$ cat config.mk
export PLATFORM = sky130hd
export DESIGN_NAME = vga_bounce_box_flat
export DESIGN_NICKNAME = d
export VERILOG_FILES = /design/src/rtl/vga_pkg.sv /design/src/rtl/vga_bounce_box_if.sv /design/src/rtl/vga_box_mover.sv /design/src/rtl/vga_bounce_box.sv /design/src/flat_wrapper.sv
export SDC_FILE = /design/constraint.sdc
export NUM_CORES = 1
export LEC_CHECK = 0
export ABC_AREA = 1
export CORE_ASPECT_RATIO = 0.5
export CORE_UTILIZATION = 52
export CTS_CLUSTER_DIAMETER = 100
export DETAILED_ROUTE_END_ITERATION = 7
export PLACE_DENSITY = 0.77
export SLEW_MARGIN = 10
export SYNTH_ARGS = -nofsm -noshare
export SYNTH_HDL_FRONTEND = slang
export SYNTH_SLANG_ARGS = --single-unit
$ cat constraint.sdc
create_clock -name clk_in -period 1.9 [get_ports clk_in]
set_input_delay 0.38 -clock clk_in [delete_from_list [all_inputs] [get_ports clk_in]]
set_output_delay 0.38 -clock clk_in [all_outputs]
set_load 0.03 [all_outputs]
$ cat src/rtl/vga_pkg.sv
`default_nettype none
// ----------------------------------------------------------------------
// vga_pkg: shared geometry defaults, coordinate type and colour codes
// Rev 1.0
// ----------------------------------------------------------------------
package vga_pkg;

  localparam int H_ACTIVE_DEFAULT = 640;
  localparam int V_ACTIVE_DEFAULT = 480;
  localparam int COORD_W          = 10;

  typedef logic [COORD_W-1:0] coord_t;

  // Colours packed as {r[1:0], g[1:0], b[1:0]}
  localparam logic [5:0] COL_BLACK  = 6'b00_00_00;
  localparam logic [5:0] COL_WHITE  = 6'b11_11_11;
  localparam logic [5:0] COL_RED    = 6'b11_00_00;
  localparam logic [5:0] COL_DKBLUE = 6'b00_00_01;

  typedef enum logic {
    DIR_DEC = 1'b0,
    DIR_INC = 1'b1
  } dir_e;

endpackage
`default_nettype wire

$ cat src/rtl/vga_bounce_box_if.sv
`default_nettype none
// ----------------------------------------------------------------------
// vga_bounce_box_if: timing inputs and pixel/sync outputs of the box stage
// Rev 1.0
// ----------------------------------------------------------------------
interface vga_bounce_box_if;
  import vga_pkg::*;

  coord_t     h_count;
  coord_t     v_count;
  logic       display_en;
  logic       h_sync_in;
  logic       v_sync_in;
  logic       pause;
  logic [1:0] r;
  logic [1:0] g;
  logic [1:0] b;
  logic       h_sync;
  logic       v_sync;

  modport master (
    output h_count, v_count, display_en, h_sync_in, v_sync_in, pause,
    input  r, g, b, h_sync, v_sync
  );

  modport slave (
    input  h_count, v_count, display_en, h_sync_in, v_sync_in, pause,
    output r, g, b, h_sync, v_sync
  );

endinterface
`default_nettype wire

$ cat src/rtl/vga_box_mover.sv
`default_nettype none
// ----------------------------------------------------------------------
// vga_box_mover: one-axis box position that steps and bounces in [0, LIM]
// Rev 1.0
// ----------------------------------------------------------------------
module vga_box_mover
  import vga_pkg::*;
#(
  parameter int LIM  = 608,
  parameter int STEP = 2
) (
  input  logic   clk,
  input  logic   rst,
  input  logic   move,
  output coord_t pos
);

  localparam logic [COORD_W:0] c_lim  = (COORD_W+1)'(LIM);
  localparam logic [COORD_W:0] c_step = (COORD_W+1)'(STEP);

  coord_t           r_pos;
  dir_e             r_dir;
  logic [COORD_W:0] w_cur;
  logic [COORD_W:0] w_up;

  // One extra bit keeps the bounds tests free of wrap-around
  assign w_cur = {1'b0, r_pos};
  assign w_up  = w_cur + c_step;

  always_ff @(posedge clk or posedge rst) begin
    if (rst) begin
      r_pos <= '0;
      r_dir <= DIR_INC;
    end else if (move) begin
      if (r_dir == DIR_INC) begin
        if (w_up >= c_lim) begin
          r_pos <= c_lim[COORD_W-1:0];
          r_dir <= DIR_DEC;
        end else begin
          r_pos <= w_up[COORD_W-1:0];
        end
      end else begin
        if (w_cur <= c_step) begin
          r_pos <= '0;
          r_dir <= DIR_INC;
        end else begin
          r_pos <= r_pos - c_step[COORD_W-1:0];
        end
      end
    end
  end

  assign pos = r_pos;

endmodule
`default_nettype wire

$ cat src/rtl/vga_bounce_box.sv
`default_nettype none
// ----------------------------------------------------------------------
// vga_bounce_box: bouncing white square over red border and checkerboard
// Rev 1.0
// ----------------------------------------------------------------------
module vga_bounce_box
  import vga_pkg::*;
#(
  parameter int H_ACTIVE = H_ACTIVE_DEFAULT,
  parameter int V_ACTIVE = V_ACTIVE_DEFAULT,
  parameter int BOX_SIZE = 32,
  parameter int STEP     = 2
) (
  input  logic             clk_in,
  input  logic             reset,
  vga_bounce_box_if.slave  bus
);

  localparam coord_t           c_h_last = COORD_W'(H_ACTIVE - 1);
  localparam coord_t           c_v_last = COORD_W'(V_ACTIVE - 1);
  localparam coord_t           c_v_tick = COORD_W'(V_ACTIVE);
  localparam logic [COORD_W:0] c_box    = (COORD_W+1)'(BOX_SIZE);

  logic             w_tick;
  logic             w_move;
  coord_t           w_box_x;
  coord_t           w_box_y;
  logic [COORD_W:0] w_h;
  logic [COORD_W:0] w_v;
  logic [COORD_W:0] w_bx;
  logic [COORD_W:0] w_by;
  logic             w_in_box;
  logic             w_border;
  logic [5:0]       w_col;
  logic [5:0]       r_rgb;
  logic             r_h_sync;
  logic             r_v_sync;

  // Tick lands in vertical blanking, so the box never moves mid-frame
  assign w_tick = (bus.h_count == '0) && (bus.v_count == c_v_tick);
  assign w_move = w_tick && !bus.pause;

  vga_box_mover #(
    .LIM  (H_ACTIVE - BOX_SIZE),
    .STEP (STEP)
  ) u_mover_x (
    .clk  (clk_in),
    .rst  (reset),
    .move (w_move),
    .pos  (w_box_x)
  );

  vga_box_mover #(
    .LIM  (V_ACTIVE - BOX_SIZE),
    .STEP (STEP)
  ) u_mover_y (
    .clk  (clk_in),
    .rst  (reset),
    .move (w_move),
    .pos  (w_box_y)
  );

  assign w_h  = {1'b0, bus.h_count};
  assign w_v  = {1'b0, bus.v_count};
  assign w_bx = {1'b0, w_box_x};
  assign w_by = {1'b0, w_box_y};

  assign w_in_box = (w_h >= w_bx) && (w_h < w_bx + c_box) &&
                    (w_v >= w_by) && (w_v < w_by + c_box);
  assign w_border = (bus.h_count == '0) || (bus.h_count == c_h_last) ||
                    (bus.v_count == '0) || (bus.v_count == c_v_last);

  always_comb begin
    w_col = COL_BLACK;
    if (!bus.display_en) begin
      w_col = COL_BLACK;
    end else if (w_in_box) begin
      w_col = COL_WHITE;
    end else if (w_border) begin
      w_col = COL_RED;
    end else if (bus.h_count[5] ^ bus.v_count[5]) begin
      w_col = COL_DKBLUE;
    end
  end

  always_ff @(posedge clk_in or posedge reset) begin
    if (reset) begin
      r_rgb    <= COL_BLACK;
      r_h_sync <= 1'b1;
      r_v_sync <= 1'b1;
    end else begin
      r_rgb    <= w_col;
      r_h_sync <= bus.h_sync_in;
      r_v_sync <= bus.v_sync_in;
    end
  end

  assign bus.r      = r_rgb[5:4];
  assign bus.g      = r_rgb[3:2];
  assign bus.b      = r_rgb[1:0];
  assign bus.h_sync = r_h_sync;
  assign bus.v_sync = r_v_sync;

endmodule
`default_nettype wire
$ cat src/flat_wrapper.sv
// flat-port wrapper written by rule: the top's interface ports become plain ports
module vga_bounce_box_flat import vga_pkg::*;
#(
  parameter int H_ACTIVE = H_ACTIVE_DEFAULT,
  parameter int V_ACTIVE = V_ACTIVE_DEFAULT,
  parameter int BOX_SIZE = 32,
  parameter int STEP     = 2
)
  (clk_in, reset, bus_h_count, bus_v_count, bus_display_en, bus_h_sync_in, bus_v_sync_in, bus_pause, bus_r, bus_g, bus_b, bus_h_sync, bus_v_sync);
  vga_bounce_box_if bus_i ();
  input  logic clk_in;
  input  logic reset;
  input wire logic [$bits(bus_i.h_count)-1:0] bus_h_count;
  input wire logic [$bits(bus_i.v_count)-1:0] bus_v_count;
  input wire logic [$bits(bus_i.display_en)-1:0] bus_display_en;
  input wire logic [$bits(bus_i.h_sync_in)-1:0] bus_h_sync_in;
  input wire logic [$bits(bus_i.v_sync_in)-1:0] bus_v_sync_in;
  input wire logic [$bits(bus_i.pause)-1:0] bus_pause;
  output wire logic [$bits(bus_i.r)-1:0] bus_r;
  output wire logic [$bits(bus_i.g)-1:0] bus_g;
  output wire logic [$bits(bus_i.b)-1:0] bus_b;
  output wire logic [$bits(bus_i.h_sync)-1:0] bus_h_sync;
  output wire logic [$bits(bus_i.v_sync)-1:0] bus_v_sync;
  assign bus_i.h_count = bus_h_count;
  assign bus_i.v_count = bus_v_count;
  assign bus_i.display_en = bus_display_en;
  assign bus_i.h_sync_in = bus_h_sync_in;
  assign bus_i.v_sync_in = bus_v_sync_in;
  assign bus_i.pause = bus_pause;
  assign bus_r = bus_i.r;
  assign bus_g = bus_i.g;
  assign bus_b = bus_i.b;
  assign bus_h_sync = bus_i.h_sync;
  assign bus_v_sync = bus_i.v_sync;
  vga_bounce_box #(.H_ACTIVE(H_ACTIVE), .V_ACTIVE(V_ACTIVE), .BOX_SIZE(BOX_SIZE), .STEP(STEP)) u_core (.clk_in(clk_in), .reset(reset), .bus(bus_i));
endmodule
==> impl_results.md, run 1 <==
- R2r setup slk: -0.1 ns
- Clock-pin slew on the worst setup and hold paths: roughly 0.070 ns
- Sequential fraction of the synthesis area: between 20% and 30%
- Relative slew margins: 77.8%
- Status: finished, violations left
- Largest net degree at the start of global routing: 26
- Measured slew at the worst slew-check pin: 0.334 ns
- Total chip power: between 1000 and 1500 uW
- Synth Area in Simple Gates: between 30% and 40%
- Die Height: approximately 56 um
- Synthesized flop and latch total: 25
- Dpl ws: -0.199 ns
- Initial antenna violation count: 0
- Core Area: 0.00559 mm^2
- CTS max path bufs: 2
- Initial Util: 55.1%
- Cells after Synth: about 450
- CTS tree: done
- P per Cell Area: 327 mW/mm^2
- DRT iter0 DRCs: 215
- Post-layout net count: 587
- CTS Buf Count: 3
- Io pins: 34
- Max-cap viol count: 0
- Met2 track demand over resource: a little under half
- Syn Nets: 513
- Diode count: 0
- Synthesized cell area: 0.00308 mm^2
- Maximum vdd drop: 0.000369 V
- Critical path peak fanout: 4
- Final WS setup: -0.0955 ns
- Worst min path class: in2async
- Failing checks: negative setup slack
- Leak: 0.00187 uW
- Largest cells by area after synthesis: dfrtp_1 (17%), ha_1 (15%), nand2_1 (11%), nor2_1 (7.3%), inv_1 (6.1%)
- Total GRT Usage: 26.3%
- Worst EP required: 2.09 ns
- Met1 global-route usage: 36.7%
- Final min period: ~2.0 ns
- Chip Width: 111 um
- CP max stage cell: dfrtp_2
- GR peak layer: met2
- Fin. Hold Viols: 0
- Critical Path Max Stage Delay: between 0.4 and 0.5 ns
- Count leader, synth: nand2_1
- Drt via density: between 5 and 6
- DRC errors left: 0
- Largest area contributor in the netlist: dfrtp_1
- Vias in the first global route: 3026
- Compound-Gate Fraction of Synth Area: 12.8%
- # setup viols final: 3
- Per-cell routed wire length: 13.9 um
- Fmax: 501 MHz
- IO buf count: 33
- Via count: 3282
- Post-synth top area share: between 10% and 20%
- CTS root buf: clkbuf_16
- CP bufs+invs: 1
- Combinational family with the most area after synthesis: simple AND/OR/NAND/NOR gates
- Share of cells above drive strength 1: approximately a quarter
- Adder-Cell Fraction of Synth Area: 15.4%
- Most frequent cells after synthesis: nand2_1 (89), nor2_1 (60), inv_1 (50), ha_1 (38), nand3_1 (35)
- First-pass GRT wire length: 13600 um
- Multiplexer area fraction after synthesis: 0%
- Clk_lat worst skew: 0.26 ns
- Routed Wire Length: 8300 um
- Met3 usage: 2.59%
- Final Max Tran Viols: 0
- Distinct cells, synth: 41
- RSZ-0062 raised after global routing: yes
- H-tree depth: 1
- XOR/XNOR Fraction of Synth Area: 5.98%
- Detail Placement HPWL: roughly 6300 um
- Crit share post-route: 105%
- Die footprint: 0.00625 mm^2
- Grt ovf: 0
- CP Class: reg2reg
- CP Launch Type: register
- Post-synth EDFFs: 0
- Rows: 19
- DR pass1 iterations: 4
- Worst path top cell family by delay: flip-flops
- Ys async rst share: between 90% and 100%
- Post-route ant nets: 0
- Placer Congestion: just over 0.9
- CTS Hold Bufs: 0
- Synth Flop Type: dfrtp_1
- Crit-path cells: ha_4 -> nand3_2 -> xor2_1 -> ha_1 -> inv_1 -> o21bai_1 -> a21boi_1 -> nand4_1 -> o21ai_2
- Worst Skew: approximately 0.0036 ns
- WP data arrival: 2.19 ns
- Syn_area_per_cell: 6.86 um^2
- Area Growth Syn to Fin: 29.7%
- Synth warnings: 0
- CTS sink count: 25
- Crit path capture type: register
==> placed cells by master, fill, tap and decap left out, types with 2 or more instances in the layout <==
| master | netlist | routed |
|---|---|---|
| xor2_1 | 18 | 18 |
| dfstp_2 | 4 | 4 |
| dfrtp_1 | 21 | 16 |
| xnor2_1 | 3 | 3 |
| a21oi_2 | 7 | 10 |
| nor3_1 | 3 | 2 |
| buf_4 | 6 | 48 |
| ha_1 | 38 | 34 |
| o21ai_0 | 15 | 14 |
| o21ai_2 | 3 | 5 |
| o21ai_1 | 7 | 6 |
| ha_4 | 0 | 3 |
| nand4_1 | 19 | 19 |
| clkbuf_16 | 0 | 3 |
| dfrtp_2 | 0 | 5 |
| a31oi_2 | 0 | 2 |
| nor2_1 | 60 | 56 |
| inv_2 | 5 | 9 |
| clkdlybuf4s50_1 | 0 | 32 |
| nor2_4 | 1 | 2 |
| nor3_2 | 2 | 2 |
| inv_1 | 50 | 46 |
| nand3_2 | 3 | 5 |
| o21a_1 | 3 | 3 |
| nand2_2 | 1 | 5 |
| nand2_1 | 89 | 85 |
| a21oi_1 | 21 | 18 |
| nor2_2 | 8 | 11 |
| nor3_4 | 1 | 2 |
| o21bai_1 | 3 | 3 |
| nand3_1 | 35 | 34 |
| nand3b_1 | 4 | 4 |
==> sequential cells by signal, indices dropped and copies added (netlist names) <==
name	flops
u_core.r_rgb	3
u_core.u_mover_y.r_dir	1
u_core.bus.h_sync	1
u_core.u_mover_x.r_dir	1
u_core.u_mover_x.pos	9
u_core.u_mover_y.pos	9
u_core.bus.v_sync	1
==> report_power, final <==
part / internal (uW) / switching, uW
clock: 292 / 219
sequential: 538 / 1.97
combinational: 127 / 129
==> path summary, 6_finish.rpt <==
kind | cells after the start | end | startpoint
max in group asynchronous | 3 | u_core.bus.v_sync | reset
worst min register to register | 2 | u_core.u_mover_x.pos[4] | u_core.u_mover_x.pos[4]
worst max register to register | 9 | u_core.r_rgb[4] | u_core.u_mover_x.pos[6]
min in group clk_in | 1 | u_core.bus.h_sync | bus_h_sync_in
worst max-delay path | 9 | u_core.r_rgb[4] | u_core.u_mover_x.pos[6]
worst min-delay path | 3 | u_core.u_mover_y.pos[7] | reset
==> per-layer routing <==
metal | part of all wire [%] | up-vias
li1 | - | 1629
met1 | 46 | 1545
met2 | 48 | 97
met3 | 4.7 | 11
met4 | 1.2 | 0
met5 | 0 | -
==> stage by stage <==
step	TNS, ns	hold WS [ns]	instances	area, um^2	utilization, %
global placement	-2.79	0.548	586	3740	67.0
detailed placement	-3.60	0.572	586	3740	67.0
CTS	-0.0670	0.471	590	3840	68.7
floorplan	0	0.384	449	3080	-
global route	-0.460	0.505	595	3990	71.5
finish	-0.237	0.459	595	3990	71.5
==> worst register-to-register path, cell delays in order, from the launching register on <==
cell and delay (ns):
dfrtp_2 0.46, ha_4 0.18, nand3_2 0.08, xor2_1 0.18
ha_1 0.28, inv_1 0.07, o21bai_1 0.07, a21boi_1 0.21
nand4_1 0.22, o21ai_2 0.18
==> final cells by class <==
| cell class | instances | area, um^2 |
|---|---|---|
| well taps | 73 | 91.3 |
| clock inverters | 1 | 8.76 |
| repair buffers | 82 | 713 |
| multi-input cells | 354 | 2250 |
| clock buffers | 3 | 75.1 |
| fillers | 455 | 1590 |
| inverters | 57 | 221 |
| flip-flops and latches | 25 | 637 |
==> timing repair <==
item | CTS | global route
gates resized for setup | 5 | 31
setup endpoints to repair | 3 | 18
gates cloned | 0 | 1
pin swaps | 7 | 17
setup buffers | 0 | 4
==> cell families (layout without fill, tap and decap cells) <==
kind of cell | Yosys count | in the layout
and+or+nand+nor | 230 | 231
buffers and inverters | 71 | 143
AOI/OAI and AO/OA | 64 | 64
adders and majority gates | 38 | 38
DFF | 25 | 25
xor gates and xnor gates | 21 | 21
Note: power is estimated with default switching activity, not from simulation.
==> run 2, diff against run 1 <==
==> constraint.sdc (replaced) <==
create_clock -name clk_in -period 1.8 [get_ports clk_in]
set_input_delay 0.36 -clock clk_in [delete_from_list [all_inputs] [get_ports clk_in]]
set_output_delay 0.36 -clock clk_in [all_outputs]
set_load 0.03 [all_outputs]
==> run 2 against run 1 <==
The run still ends with negative setup slack left. Critical path type unchanged. Sequential power up 5.6%. Setup slack worse by 0.13 ns. Die area unchanged. Clock skew up 0.0028 ns. Cell area up 6.3%.
==> impl_results.md, run 2 (synthesis results as in run 1) <==
- Initial Util: 55.1% (unchanged)
- Per-cell routed wire length: 14.3 um (was 13.9 um)
- Die Height: 56.4 um (unchanged)
- Fin Setup TNS: -0.595 ns (was -0.237 ns)
- Area Growth Syn to Fin: 37.9% (was 29.7%)
- CTS max path bufs: 2 (unchanged)
- Status: finished, violations left (unchanged)
- R2r setup slk: -0.23 ns (was -0.1 ns)
- Core Area: 0.00559 mm^2 (unchanged)
- CTS Buf Count: 3 (unchanged)
- Vias in the first global route: 3041 (was 3026)
- Commonest non-fill, non-tap cell in the layout: nand2_1 (unchanged)
- Detail Placement HPWL: 6450 um (was 6300 um)
- P per Cell Area: 323 mW/mm^2 (was 327 mW/mm^2)
- Rows: 19 (unchanged)
- WP data arrival: 2.21 ns (was 2.19 ns)
- DRC errors left: 0 (unchanged)
- Measured slew at the worst slew-check pin: 0.351 ns (was 0.334 ns)
- DRT iter0 DRCs: 202 (was 215)
- Chip Width: 111 um (unchanged)
- RSZ-0062 raised after global routing: yes (unchanged)
- Finished Layout Cells: 615 (was 595)
- Worst EP required: 1.98 ns (was 2.09 ns)
- Share of cells above drive strength 1: 27.3% (was 23.6%)
- DR pass1 iterations: 5 (was 4)
- Worst min path class: in2async (unchanged)
- Final WS setup: -0.227 ns (was -0.0955 ns)
- IO buf count: 33 (unchanged)
- Maximum vdd drop: 0.000302 V (was 0.000369 V)
- CP Launch Type: register (unchanged)
- Commonest non-fill, non-tap cells in the layout: nand2_1 (85), buf_4 (66), nor2_1 (54) (was nand2_1 (85), nor2_1 (56), buf_4 (48))
- Final min period: 2.03 ns (was 2.00 ns)
- Max-cap viol count: 0 (unchanged)
- Critical path peak fanout: 6 (was 4)
- Initial antenna violation count: 0 (unchanged)
- CTS tree: done (unchanged)
- # setup viols final: 3 (unchanged)
- Leak: 0.00204 uW (was 0.00187 uW)
- Reg2reg end: u_core.r_rgb[0] (was u_core.r_rgb[4])
- Post-layout net count: 607 (was 587)
- Relative slew margins: 76.6% (was 77.8%)
- CTS sink count: 25 (unchanged)
- Placer Congestion: 0.928 (was 0.931)
- Clock-pin slew on the worst setup and hold paths: 0.07 ns (about the same)
- Worst Skew: 0.00643 ns (was 0.00359 ns)
- CP Class: reg2reg (unchanged)
- Crit share post-route: 113% (was 105%)
- Dpl ws: -0.313 ns (was -0.199 ns)
- Grt ovf: 0 (unchanged)
- CP max stage cell: dfrtp_2 (unchanged)
- CTS root buf: clkbuf_16 (unchanged)
- R2R Path Start: u_core.u_mover_x.pos[5] (was u_core.u_mover_x.pos[6])
- Largest net degree at the start of global routing: 17 (was 26)
- Crit-path cells: inv_4 -> nor2_4 -> xor2_1 -> ha_1 -> a21oi_2 -> o21bai_1 -> a21boi_1 -> nand4_1 -> o21ai_2 (was ha_4 -> nand3_2 -> xor2_1 -> ha_1 -> inv_1 -> o21bai_1 -> a21boi_1 -> nand4_1 -> o21ai_2)
- Drt via density: 5.41 (was 5.52)
- Via count: 3326 (was 3282)
- Total GRT Usage: 27.2% (was 26.3%)
- Die footprint: 0.00625 mm^2 (unchanged)
- Diode count: 0 (unchanged)
- Post-route ant nets: 0 (unchanged)
- # placed instances: 599 (was 586)
- First-pass GRT wire length: 13800 um (was 13600 um)
- Routed Wire Length: 8800 um (was 8300 um)
- Fmax: 493 MHz (was 501 MHz)
- Failing checks: negative setup slack (unchanged)
- Critical Path Max Stage Delay: 0.48 ns (was 0.46 ns)
- R2R depth: 9 (unchanged)
- Final Max Tran Viols: 0 (unchanged)
- H-tree depth: 1 (unchanged)
- CTS Hold Bufs: 0 (unchanged)
- Io pins: 34 (unchanged)
- Crit path capture type: register (unchanged)
- Clk_lat worst skew: 0.27 ns (was 0.26 ns)
- Fin. Hold Viols: 0 (unchanged)
- WHS: 0.393 ns (was 0.459 ns)
run 2: cell count changes in the layout (fill, tap and decap cells not counted), sizes merged:
cell,delta
dlygate4sd2,+1
inv,-2
clkdlybuf4s50,-7
dlymetal6s2s,+6
buf,+20
clkinv,+2
run 2: worst max-delay path by stage:
stage                       startpoint                 endpoint  slack (ns)
5_1_grt        u_core.u_mover_x.pos[5]          u_core.r_rgb[0]       -0.31
3_3_place_gp            bus_h_count[7]  u_core.u_mover_x.pos[7]       -0.24
2_1_floorplan  u_core.u_mover_y.pos[5]          u_core.r_rgb[4]       0.006
6_report       u_core.u_mover_x.pos[5]          u_core.r_rgb[0]       -0.23
4_1_cts        u_core.u_mover_x.pos[6]          u_core.r_rgb[0]       -0.18
3_5_place_dp            bus_h_count[8]          u_core.r_rgb[0]       -0.31
run 2: worst max-delay path, delay by kind of cell, from the launching register on:
| family | cells | cell delay [ns] |
|---|---|---|
| compound gates | 4 | 0.63 |
| xor+xnor | 1 | 0.18 |
| fa+ha+maj | 1 | 0.28 |
| buf+inv | 1 | 0.08 |
| flops | 1 | 0.48 |
| simple gates | 2 | 0.30 |
run 2: per-stage QoR:
stage	area, um^2	total power [uW]	util, %
after CTS	3930	1360	70.4
after global routing	4240	1430	76.0
final	4240	1370	76.0
after detailed placement	3830	838	68.6
after global placement	3830	835	68.6
after floorplan	3080	698	-
run 2: layout make-up:
type	count	area (um^2)
Clock buffer	3	75.1
Clock inverter	1	8.76
Fill cell	408	1340
Inverter	57	234
Multi-Input combinational cell	354	2320
Sequential cell	25	641
Tap cell	73	91.3
Timing Repair Buffer	102	876
run 2: what timing repair did:
action / CTS / global route
gates cloned: 0 / 1
pin swaps: 3 / 17
endpoints found under the setup margin: 5 / 23
gates resized for setup: 9 / 56
setup buffers: 0 / 12
run 2: power breakdown:
part           total (uW)  internal [uW]  switching [uW]
logic                 267            134             134
registers             570            568            2.16
clock network         532            308             225
run 2: per-layer routing:
| metal | wire (um) | up-vias | GRT usage (%) |
|---|---|---|---|
| li1 | - | 1670 | - |
| met1 | 3960 | 1533 | 37.2 |
| met2 | 4250 | 112 | 48.0 |
| met3 | 486 | 11 | 2.16 |
| met4 | 104 | 0 | 4.57 |
| met5 | 0 | - | 0 |
==> run 3, diff against run 2 <==
--- a/config.mk
+++ b/config.mk
@@ -7,10 +7,10 @@
 export LEC_CHECK = 0
 export ABC_AREA = 1
 export CORE_ASPECT_RATIO = 0.5
-export CORE_UTILIZATION = 52
-export CTS_CLUSTER_DIAMETER = 100
+export CORE_UTILIZATION = 54
+export CTS_BUF_LIST = sky130_fd_sc_hd__clkbuf_2
 export DETAILED_ROUTE_END_ITERATION = 7
-export PLACE_DENSITY = 0.77
+export PLACE_DENSITY = 0.8
 export SLEW_MARGIN = 10
 export SYNTH_ARGS = -nofsm -noshare
 export SYNTH_HDL_FRONTEND = slang
==> run 3 against run 2 <==
The flow still finishes with violations (negative setup slack). Sequential power about the same. Worst hold slack worse by 0.20 ns. Setup slack better by 0.0054 ns. Via count down 3.7%. Die area down 3.6%. Wire length down 12%. Critical path type unchanged.
==> impl_results.md, run 3 (synthesis results as in run 1) <==
- Rows: 18 (was 19)
- # placed instances: 591 (was 599)
- Final core utilization: 76.3% (was 76.0%)
- CTS Buf Count: 3 (unchanged)
- Post-route ant nets: 0 (unchanged)
- CTS root buf: clkbuf_2 (was clkbuf_16)
- H-tree depth: 1 (unchanged)
- Die footprint: 0.00602 mm^2 (was 0.00625 mm^2)
- Initial antenna violation count: 0 (unchanged)
- Grt ovf: 0 (unchanged)
- DP Area: 0.00379 mm^2 (was 0.00383 mm^2)
- Post-layout net count: 596 (was 607)
- Clk_lat worst skew: 0.36 ns (was 0.27 ns)
- Multi-input combinational cell area: 0.00224 mm^2 (was 0.00232 mm^2)
- Total chip power: 1060 uW (was 1370 uW)
- DRT iter0 DRCs: 196 (was 202)
- Commonest non-fill, non-tap cell in the layout: nand2_1 (unchanged)
- # setup viols final: 3 (unchanged)
- CTS sink count: 25 (unchanged)
- Filler cells: 380 (was 408)
- Final Max Tran Viols: 0 (unchanged)
- Leak: 0.00191 uW (was 0.00204 uW)
- Per-cell routed wire length: 12.9 um (was 14.3 um)
- Clock-pin slew on the worst setup and hold paths: 0.25 ns (was 0.07 ns)
- Maximum vdd drop: 0.000233 V (was 0.000302 V)
- Relative slew margins: 76.3% (was 76.6%)
- Die Height: 55.4 um (was 56.4 um)
- Placer Congestion: 0.892 (was 0.928)
- Drt via density: 5.33 (was 5.41)
- Finished Layout Cells: 601 (was 615)
- Commonest non-fill, non-tap cells in the layout: nand2_1 (84), buf_4 (57), nor2_1 (55) (was nand2_1 (85), buf_4 (66), nor2_1 (54))
- CTS tree: done (unchanged)
- First-pass GRT wire length: 13100 um (was 13800 um)
- Detail Placement HPWL: 6130 um (was 6450 um)
- Diode count: 0 (unchanged)
- DRC errors left: 0 (unchanged)
- Share of cells above drive strength 1: 24.1% (was 27.3%)
- Failing checks: negative setup slack (unchanged)
- WP data arrival: 2.33 ns (was 2.21 ns)
- CTS Hold Bufs: 0 (unchanged)
- Worst EP required: 2.11 ns (was 1.98 ns)
- CP Class: reg2reg (unchanged)
- Measured slew at the worst slew-check pin: 0.356 ns (was 0.351 ns)
- Vias in the first global route: 2972 (was 3041)
- Max-cap viol count: 0 (unchanged)
- Chip Width: 109 um (was 111 um)
- Core Area: 0.00520 mm^2 (was 0.00559 mm^2)
- RSZ-0062 raised after global routing: yes (unchanged)
- Area Growth Syn to Fin: 29.0% (was 37.9%)
- Fin Setup TNS: -0.603 ns (was -0.595 ns)
- Final min period: 2.02 ns (was 2.03 ns)
- Crit path capture type: register (unchanged)
- Worst Skew: 0.00229 ns (was 0.00643 ns)
- Largest net degree at the start of global routing: 15 (was 17)
- Via count: 3204 (was 3326)
- Crit share post-route: 112% (was 113%)
- Io pins: 34 (unchanged)
- Final WS setup: -0.222 ns (was -0.227 ns)
- Fin. Hold Viols: 0 (unchanged)
- Fmax: 495 MHz (was 493 MHz)
- Initial Util: 59.2% (was 55.1%)
- IO buf count: 33 (unchanged)
- P per Cell Area: 266 mW/mm^2 (was 323 mW/mm^2)
- DR pass1 iterations: 5 (unchanged)
- CP Launch Type: register (unchanged)
- Routed Wire Length: 7770 um (was 8800 um)
- Status: finished, violations left (unchanged)
- Worst min path class: in2async (unchanged)
- Critical path peak fanout: 6 (unchanged)
- Storage cell area: 636 um^2 (was 641 um^2)
- Total GRT Usage: 27.0% (was 27.2%)
- Final instance area: 0.00397 mm^2 (was 0.00424 mm^2)
- CTS max path bufs: 2 (unchanged)
[run 3: cell types whose count changed in the layout (fill, tap and decap cells not counted), sizes merged]
cell and change:
nand3 -1, dlygate4sd2 +6, dlymetal6s2s -6, buf -10
inv +1, clkinv -1
[run 3: per-layer routing]
layer	part of all wire, %	vias to the layer above	track usage, %
li1	-	1645	-
met1	48	1460	38.1
met2	46	87	43.5
met3	5.1	12	4.25
met4	1.0	0	5.60
met5	0	-	0
[run 3: stage by stage]
step | hold WS, ns | setup WS [ns]
floorplan | 0.364 | 0.00592
global placement | 0.543 | -0.281
detailed placement | 0.548 | -0.296
CTS | 0.194 | -0.132
global route | 0.167 | -0.321
finish | 0.198 | -0.222
[run 3: area by class of cell]
cell class	instances	area share, %
sequential	25	16.0
multi-input combinational	353	56.5
clock buffer	3	0.378
inverter	57	5.51
clock inverter	1	0.126
timing repair buffer	92	19.3
tap	70	2.21
[run 3: power by group]
group	internal, uW	switching [uW]	total (uW)	leakage, uW
Sequential	570	1.67	572	0.000306
Combinational	128	126	254	0.00159
Clock	50.4	181	231	0.0000164
Total	748	308	1060	0.00191
[run 3: worst paths after layout]
kind | depth (start not counted) | end | start | slack (ns)
max | 9 | u_core.r_rgb[4] | u_core.u_mover_x.pos[6] | -0.22
min | 2 | u_core.u_mover_x.pos[6] | reset | 0.20
max reg2reg | 9 | u_core.r_rgb[4] | u_core.u_mover_x.pos[6] | -0.22
min reg2reg | 2 | u_core.u_mover_x.pos[4] | u_core.u_mover_x.pos[4] | 0.59
max in group asynchronous | 3 | u_core.u_mover_y.r_dir | reset | 1.11
min in group clk_in | 1 | u_core.bus.v_sync | bus_v_sync_in | 0.36
[run 3: critical path, stage by stage, from the launching register on]
cell	delay, ns
dfrtp_2	0.53
ha_4	0.17
nand3_2	0.10
xor2_1	0.17
ha_1	0.32
inv_1	0.06
o21bai_1	0.07
a21boi_1	0.19
nand4_1	0.19
o21ai_1	0.17
[run 3: what timing repair did]
action	4_1_cts	5_1_grt
resized for setup	16	29
pin swaps	8	12
buffers inserted	2	4
setup endpoints to repair	10	21
hold endpoints to repair	0	0
